`src/rtl/credit_rr_port_scheduler_if.sv`:
```
// Handshake and beat bus between requesters, the port scheduler and the downstream buffer.
// The slave modport is the scheduler's view; master is the view of whatever drives it.
interface credit_rr_port_scheduler_if;
    logic [4:0]   io_in_valid;
    logic [4:0]   io_in_ready;
    logic [169:0] io_in_bits;
    logic         io_out_valid;
    logic [33:0]  io_out_bits;
    logic         io_out_last;
    logic [2:0]   io_chosen;
    logic         io_credit_return;
    logic         io_credit_overflow;

    modport slave (
        input  io_in_valid, io_in_bits, io_credit_return,
        output io_in_ready, io_out_valid, io_out_bits, io_out_last, io_chosen,
               io_credit_overflow
    );

    modport master (
        output io_in_valid, io_in_bits, io_credit_return,
        input  io_in_ready, io_out_valid, io_out_bits, io_out_last, io_chosen,
               io_credit_overflow
    );
endinterface

```
`src/rtl/credit_rr_port_scheduler.sv`:
```
// Five-way round-robin beat scheduler with 4-beat packet locking and a downstream
// credit counter; one registered beat per cycle toward the downstream buffer.
module credit_rr_port_scheduler #(
    parameter int unsigned NUM_CREDITS = 4
) (
    input  logic                          clk,
    input  logic                          reset,
    credit_rr_port_scheduler_if.slave     io
);

    typedef enum logic [0:0] {StIdle, StLocked} state_e;

    state_e      state_q, state_d;
    logic [2:0]  last_grant_q, last_grant_d;
    logic [1:0]  beat_cnt_q, beat_cnt_d;
    logic [2:0]  lock_idx_q, lock_idx_d;
    logic [3:0]  credit_cnt_q, credit_cnt_d;
    logic        out_valid_q, out_valid_d;
    logic [33:0] out_bits_q, out_bits_d;
    logic        out_last_q, out_last_d;
    logic [2:0]  chosen_q, chosen_d;
    logic        overflow_q, overflow_d;

    logic        has_grant;
    logic [2:0]  grant_idx;
    logic [3:0]  cand;
    logic        accept;
    logic [33:0] beat;
    logic        is_last;

    // Grant selection: locked owner only, otherwise round-robin after last_grant.
    always_comb begin
        has_grant = 1'b0;
        grant_idx = 3'd0;
        cand      = 4'd0;
        if (state_q == StLocked) begin
            grant_idx = lock_idx_q;
            has_grant = io.io_in_valid[lock_idx_q];
        end else begin
            for (int unsigned i = 1; i <= 5; i++) begin
                cand = {1'b0, last_grant_q} + 4'(i);
                if (cand >= 4'd5) cand = cand - 4'd5;
                if (!has_grant && io.io_in_valid[cand[2:0]]) begin
                    has_grant = 1'b1;
                    grant_idx = cand[2:0];
                end
            end
        end
    end

    always_comb begin
        beat = '0;
        for (int k = 0; k < 5; k++) begin
            if (grant_idx == 3'(k)) beat = io.io_in_bits[34*k +: 34];
        end
    end

    assign accept         = has_grant && (credit_cnt_q != 4'd0);
    assign io.io_in_ready = accept ? (5'd1 << grant_idx) : 5'd0;

    always_comb begin
        state_d      = state_q;
        last_grant_d = last_grant_q;
        beat_cnt_d   = beat_cnt_q;
        lock_idx_d   = lock_idx_q;
        credit_cnt_d = credit_cnt_q;
        overflow_d   = overflow_q;
        is_last      = 1'b0;

        if (accept) begin
            if (state_q == StIdle) begin
                if (beat[1:0] == 2'b11) begin
                    state_d    = StLocked;
                    beat_cnt_d = 2'd1;
                    lock_idx_d = grant_idx;
                end else begin
                    is_last      = 1'b1;
                    last_grant_d = grant_idx;
                end
            end else begin
                beat_cnt_d = beat_cnt_q + 2'd1;
                if (beat_cnt_q == 2'd3) begin
                    is_last      = 1'b1;
                    state_d      = StIdle;
                    last_grant_d = lock_idx_q;
                end
            end
        end

        if (accept && !io.io_credit_return) begin
            credit_cnt_d = credit_cnt_q - 4'd1;
        end else if (!accept && io.io_credit_return) begin
            if (credit_cnt_q == 4'(NUM_CREDITS)) overflow_d = 1'b1;
            else credit_cnt_d = credit_cnt_q + 4'd1;
        end

        out_valid_d = accept;
        out_last_d  = accept && is_last;
        out_bits_d  = accept ? beat : out_bits_q;
        chosen_d    = accept ? grant_idx : chosen_q;
    end

    always_ff @(posedge clk or negedge reset) begin
        if (!reset) begin
            state_q      <= StIdle;
            last_grant_q <= 3'd4;
            beat_cnt_q   <= 2'd0;
            lock_idx_q   <= 3'd0;
            credit_cnt_q <= 4'(NUM_CREDITS);
            out_valid_q  <= 1'b0;
            out_bits_q   <= '0;
            out_last_q   <= 1'b0;
            chosen_q     <= 3'd0;
            overflow_q   <= 1'b0;
        end else begin
            state_q      <= state_d;
            last_grant_q <= last_grant_d;
            beat_cnt_q   <= beat_cnt_d;
            lock_idx_q   <= lock_idx_d;
            credit_cnt_q <= credit_cnt_d;
            out_valid_q  <= out_valid_d;
            out_bits_q   <= out_bits_d;
            out_last_q   <= out_last_d;
            chosen_q     <= chosen_d;
            overflow_q   <= overflow_d;
        end
    end

    assign io.io_out_valid       = out_valid_q;
    assign io.io_out_bits        = out_bits_q;
    assign io.io_out_last        = out_last_q;
    assign io.io_chosen          = chosen_q;
    assign io.io_credit_overflow = overflow_q;

endmodule

```
`src/flat_wrapper.sv`:
```
// flat-port wrapper written by rule: the top's interface ports become plain ports
module credit_rr_port_scheduler_flat 
#(
    parameter int unsigned NUM_CREDITS = 4
)
  (clk, reset, io_io_in_valid, io_io_in_bits, io_io_credit_return, io_io_in_ready, io_io_out_valid, io_io_out_bits, io_io_out_last, io_io_chosen, io_io_credit_overflow);
  credit_rr_port_scheduler_if io_i ();
  input  logic clk;
  input  logic reset;
  input wire logic [$bits(io_i.io_in_valid)-1:0] io_io_in_valid;
  input wire logic [$bits(io_i.io_in_bits)-1:0] io_io_in_bits;
  input wire logic [$bits(io_i.io_credit_return)-1:0] io_io_credit_return;
  output wire logic [$bits(io_i.io_in_ready)-1:0] io_io_in_ready;
  output wire logic [$bits(io_i.io_out_valid)-1:0] io_io_out_valid;
  output wire logic [$bits(io_i.io_out_bits)-1:0] io_io_out_bits;
  output wire logic [$bits(io_i.io_out_last)-1:0] io_io_out_last;
  output wire logic [$bits(io_i.io_chosen)-1:0] io_io_chosen;
  output wire logic [$bits(io_i.io_credit_overflow)-1:0] io_io_credit_overflow;
  assign io_i.io_in_valid = io_io_in_valid;
  assign io_i.io_in_bits = io_io_in_bits;
  assign io_i.io_credit_return = io_io_credit_return;
  assign io_io_in_ready = io_i.io_in_ready;
  assign io_io_out_valid = io_i.io_out_valid;
  assign io_io_out_bits = io_i.io_out_bits;
  assign io_io_out_last = io_i.io_out_last;
  assign io_io_chosen = io_i.io_chosen;
  assign io_io_credit_overflow = io_i.io_credit_overflow;
  credit_rr_port_scheduler #(.NUM_CREDITS(NUM_CREDITS)) u_core (.clk(clk), .reset(reset), .io(io_i));
endmodule
```
`config.mk`:
```
export PLATFORM = sky130hd
export DESIGN_NAME = credit_rr_port_scheduler_flat
export DESIGN_NICKNAME = d
export VERILOG_FILES = /design/src/rtl/credit_rr_port_scheduler_if.sv /design/src/rtl/credit_rr_port_scheduler.sv /design/src/flat_wrapper.sv
export SDC_FILE = /design/constraint.sdc
export NUM_CORES = 1
export LEC_CHECK = 0
export ABC_AREA = 1
export CAP_MARGIN = 0
export CORE_ASPECT_RATIO = 0.6
export CORE_MARGIN = 3
export CORE_UTILIZATION = 37
export CTS_CLUSTER_SIZE = 16
export DETAILED_ROUTE_END_ITERATION = 8
export PLACE_DENSITY = 0.78
export SKIP_CTS_REPAIR_TIMING = 1
export SYNTH_ARGS = -nofsm -noshare
export SYNTH_HDL_FRONTEND = slang
export SYNTH_SLANG_ARGS = --single-unit
export TNS_END_PERCENT = 100
```
`constraint.sdc`:
```
create_clock -name clk -period 4.1 [get_ports clk]
set_input_delay 0.615 -clock clk [delete_from_list [all_inputs] [get_ports clk]]
set_output_delay 0.615 -clock clk [all_outputs]
set_load 0.05 [all_outputs]
```
==> reports/metrics.yaml <==
status: "complete, no violations"
grt_pass1_vias: 5129
hold_path_class: "primary input to async pin"
multi_input_area_sq_um: 3030
critPathMostFrequentCell: "nand2_1"
post-synth-top-count-cell: "nand2_1"
synth_edf_count: 0
core.rowCount: 30
synth_common_cells: "198 x nand2_1, 118 x nand3_1, 55 x nor2_1, 51 x dfrtp_1, 40 x a21oi_1"
h-tree-depth: 2
wl_met3_um: 1270
netlist.area_leader.share: 0.287
tightest_slew_ns: 0.809
pre_cts_ws_ns: 0.238
ff_latch_area_sq_um: 1330
cp.required_ns: 3.48
path_clk_slew_ns: 0.08
ys_seq_elements: 53
postPlaceCellArea_sq_um: 6970
async_flop_share: 1.00
period_share: 0.963
drt_first_pass_iters: 4
period_needed_ns: 3.95
dr_wl_met2_um: 7860
num_antenna_cells: 0
slowest_stage: "dfrtp_2"
slowest_delay_ns: 0.44
wl_per_cell_um: 16.1
numClockSinks: 53
met1_length_um: 7620
worst_slack_ns: 0.151
yosys.area.top_type: "dfrtp_1"
nFillCells: 1045
dpl.hpwl_um: 13300
clock_path_buffers: 2
r2r_cells: 28
top_layer: "met4"
start_util: 0.386
gp_congestion: 0.966
cts_buffers: 5
synthesis.area_sq_um: 4450
synth_cell_types: 39
end_kind: "output pin"
root_buffer: "clkbuf_16"
worstSetupPathType: "flop to output pin"
finalWirelength_um: 17000
drv_slew: 0
cp_cell_sequence: "inv_4 -> ha_4 -> inv_2 -> fa_2 -> inv_4 -> nand2_4 -> nand2_2 -> nand2_1 -> nand2_2 -> nand3_1 -> nand2_1 -> nand2_1 -> nand2_2 -> nand3_2 -> nor2_4 -> nand4_1 -> nand2_1 -> inv_1 -> nand2_1 -> nand2_2 -> buf_8 -> nor4_4 -> buf_12"
yosysSeqAreaShare: 0.299
drt_iter0_drc: 329
io_pins: 223
design_area_sq_um: 7420
syn_nets: 864
synth_warnings: 0
grt_max_degree: 72
drive_above_1_share: 0.136
critical_path.max_fanout: 8
avgViaCountPerCell: 5.26
ant_nets: 0
maxCapViolCount: 0
core_area_sq_um: 11500
cp.arrival_ns: 3.33
grt_pass1_wl_um: 26000
hold_violations: 0
die-area_sq_um: 13400
max_freq_ghz: 0.253
grt_usage: 0.236
postSynthAreaPerCell_sq_um: 6.65
setup_viol: 0
final_nets: 1088
drcViolationCount: 0
synth.area.top_cells: "dfrtp_1 29%, nand2_1 17%, nand3_1 13%, a41oi_1 6.3%, nor2_1 4.6%"
die_h_um: 90.9
startpoint_type: "flop"
relSlewSlack: 0.461
vias: 5539
die_w_um: 148
synthFlopType: "dfrtp_1"
clock_latency_ns: 0.30
antenna_found_initial: 0
port_buffers: 222
finClkSkew_ns: 0.00773
area_delta_synth_final_pct: 66.9
overflow: 0
synthCells: 669
cts_tree: "done"
-- flip-flops by register name, summed over array words and instances, names as in the netlist --
name / flops
u_core.credit_cnt_q: 4
u_core.io.io_out_bits: 34
u_core.io.io_chosen: 3
u_core.io.io_credit_overflow: 1
u_core.last_grant_q: 3
u_core.lock_idx_q: 3
u_core.io.io_out_valid: 1
u_core.io.io_out_last: 1
u_core.beat_cnt_q: 2
u_core.state_q: 1
-- layout by cell type, fill, tap and decap left out, drive strengths merged, types with 2 or more instances in the layout --
cell,count
a21o,2
a21oi,41
a41oi,32
buf,35
clkbuf,5
clkdlybuf4s50,216
dfrtp,51
dfstp,2
fa,2
ha,15
inv,48
nand2,206
nand3,123
nand3b,4
nand4,15
nor2,60
nor3,3
o211ai,2
o21ai,20
xnor2,2
xor2,4
-- cells by family (layout without fill, tap and decap cells) --
group           count (synthesis)  in the layout  share of synthesized area
buf+inv                        80            305                     0.0751
xor+xnor                        6              6                     0.0118
compound gates                101            101                      0.147
flops                          53             53                      0.299
simple gates                  412            412                      0.416
fa+ha+maj                      17             17                     0.0512
-- worst paths after layout --
kind                                                end  slack, ns                    startpoint
min reg2reg                u_core.io.io_credit_overflow       0.47  u_core.io.io_credit_overflow
min in group clk           u_core.io.io_credit_overflow       0.47  u_core.io.io_credit_overflow
max                                   io_io_in_ready[0]       0.15        u_core.last_grant_q[0]
max reg2reg                        u_core.lock_idx_q[2]       0.34        u_core.last_grant_q[0]
max in group asynchronous        u_core.last_grant_q[2]       2.86                         reset
min                              u_core.credit_cnt_q[1]       0.41                         reset
-- worst max-delay path: cells and delay by family (launching register included) --
kind | cells | cell delay [ns]
simple gates | 15 | 1.50
fa+ha+maj | 2 | 0.50
flops | 1 | 0.44
buf+inv | 6 | 0.60
-- routing by layer --
layer / vias up / global-route usage
met3: 15 / 0.0584
met5: - / 0
met4: 0 / 0.0372
met1: 2576 / 0.328
li1: 2737 / -
met2: 211 / 0.380
-- area by class of cell --
cell class	instances	share of cell area
multi-input combinational	536	0.408
timing repair buffer	251	0.338
sequential	53	0.179
tap	160	0.0270
inverter	46	0.0239
clock buffer	5	0.0169
clock inverter	3	0.00640
-- metrics by stage --
step	instances	TNS (ns)	hold WS [ns]	utilization
floorplan	669	0	0.319	-
global placement	1038	0	0.458	0.605
detailed placement	1038	0	0.461	0.605
CTS	1046	-0.135	0.437	0.620
global route	1054	-0.116	0.469	0.644
finish	1054	0	0.408	0.644
Power is not shown: default switching activity piles up to over one toggle a cycle in this logic, so the estimate is an artifact.
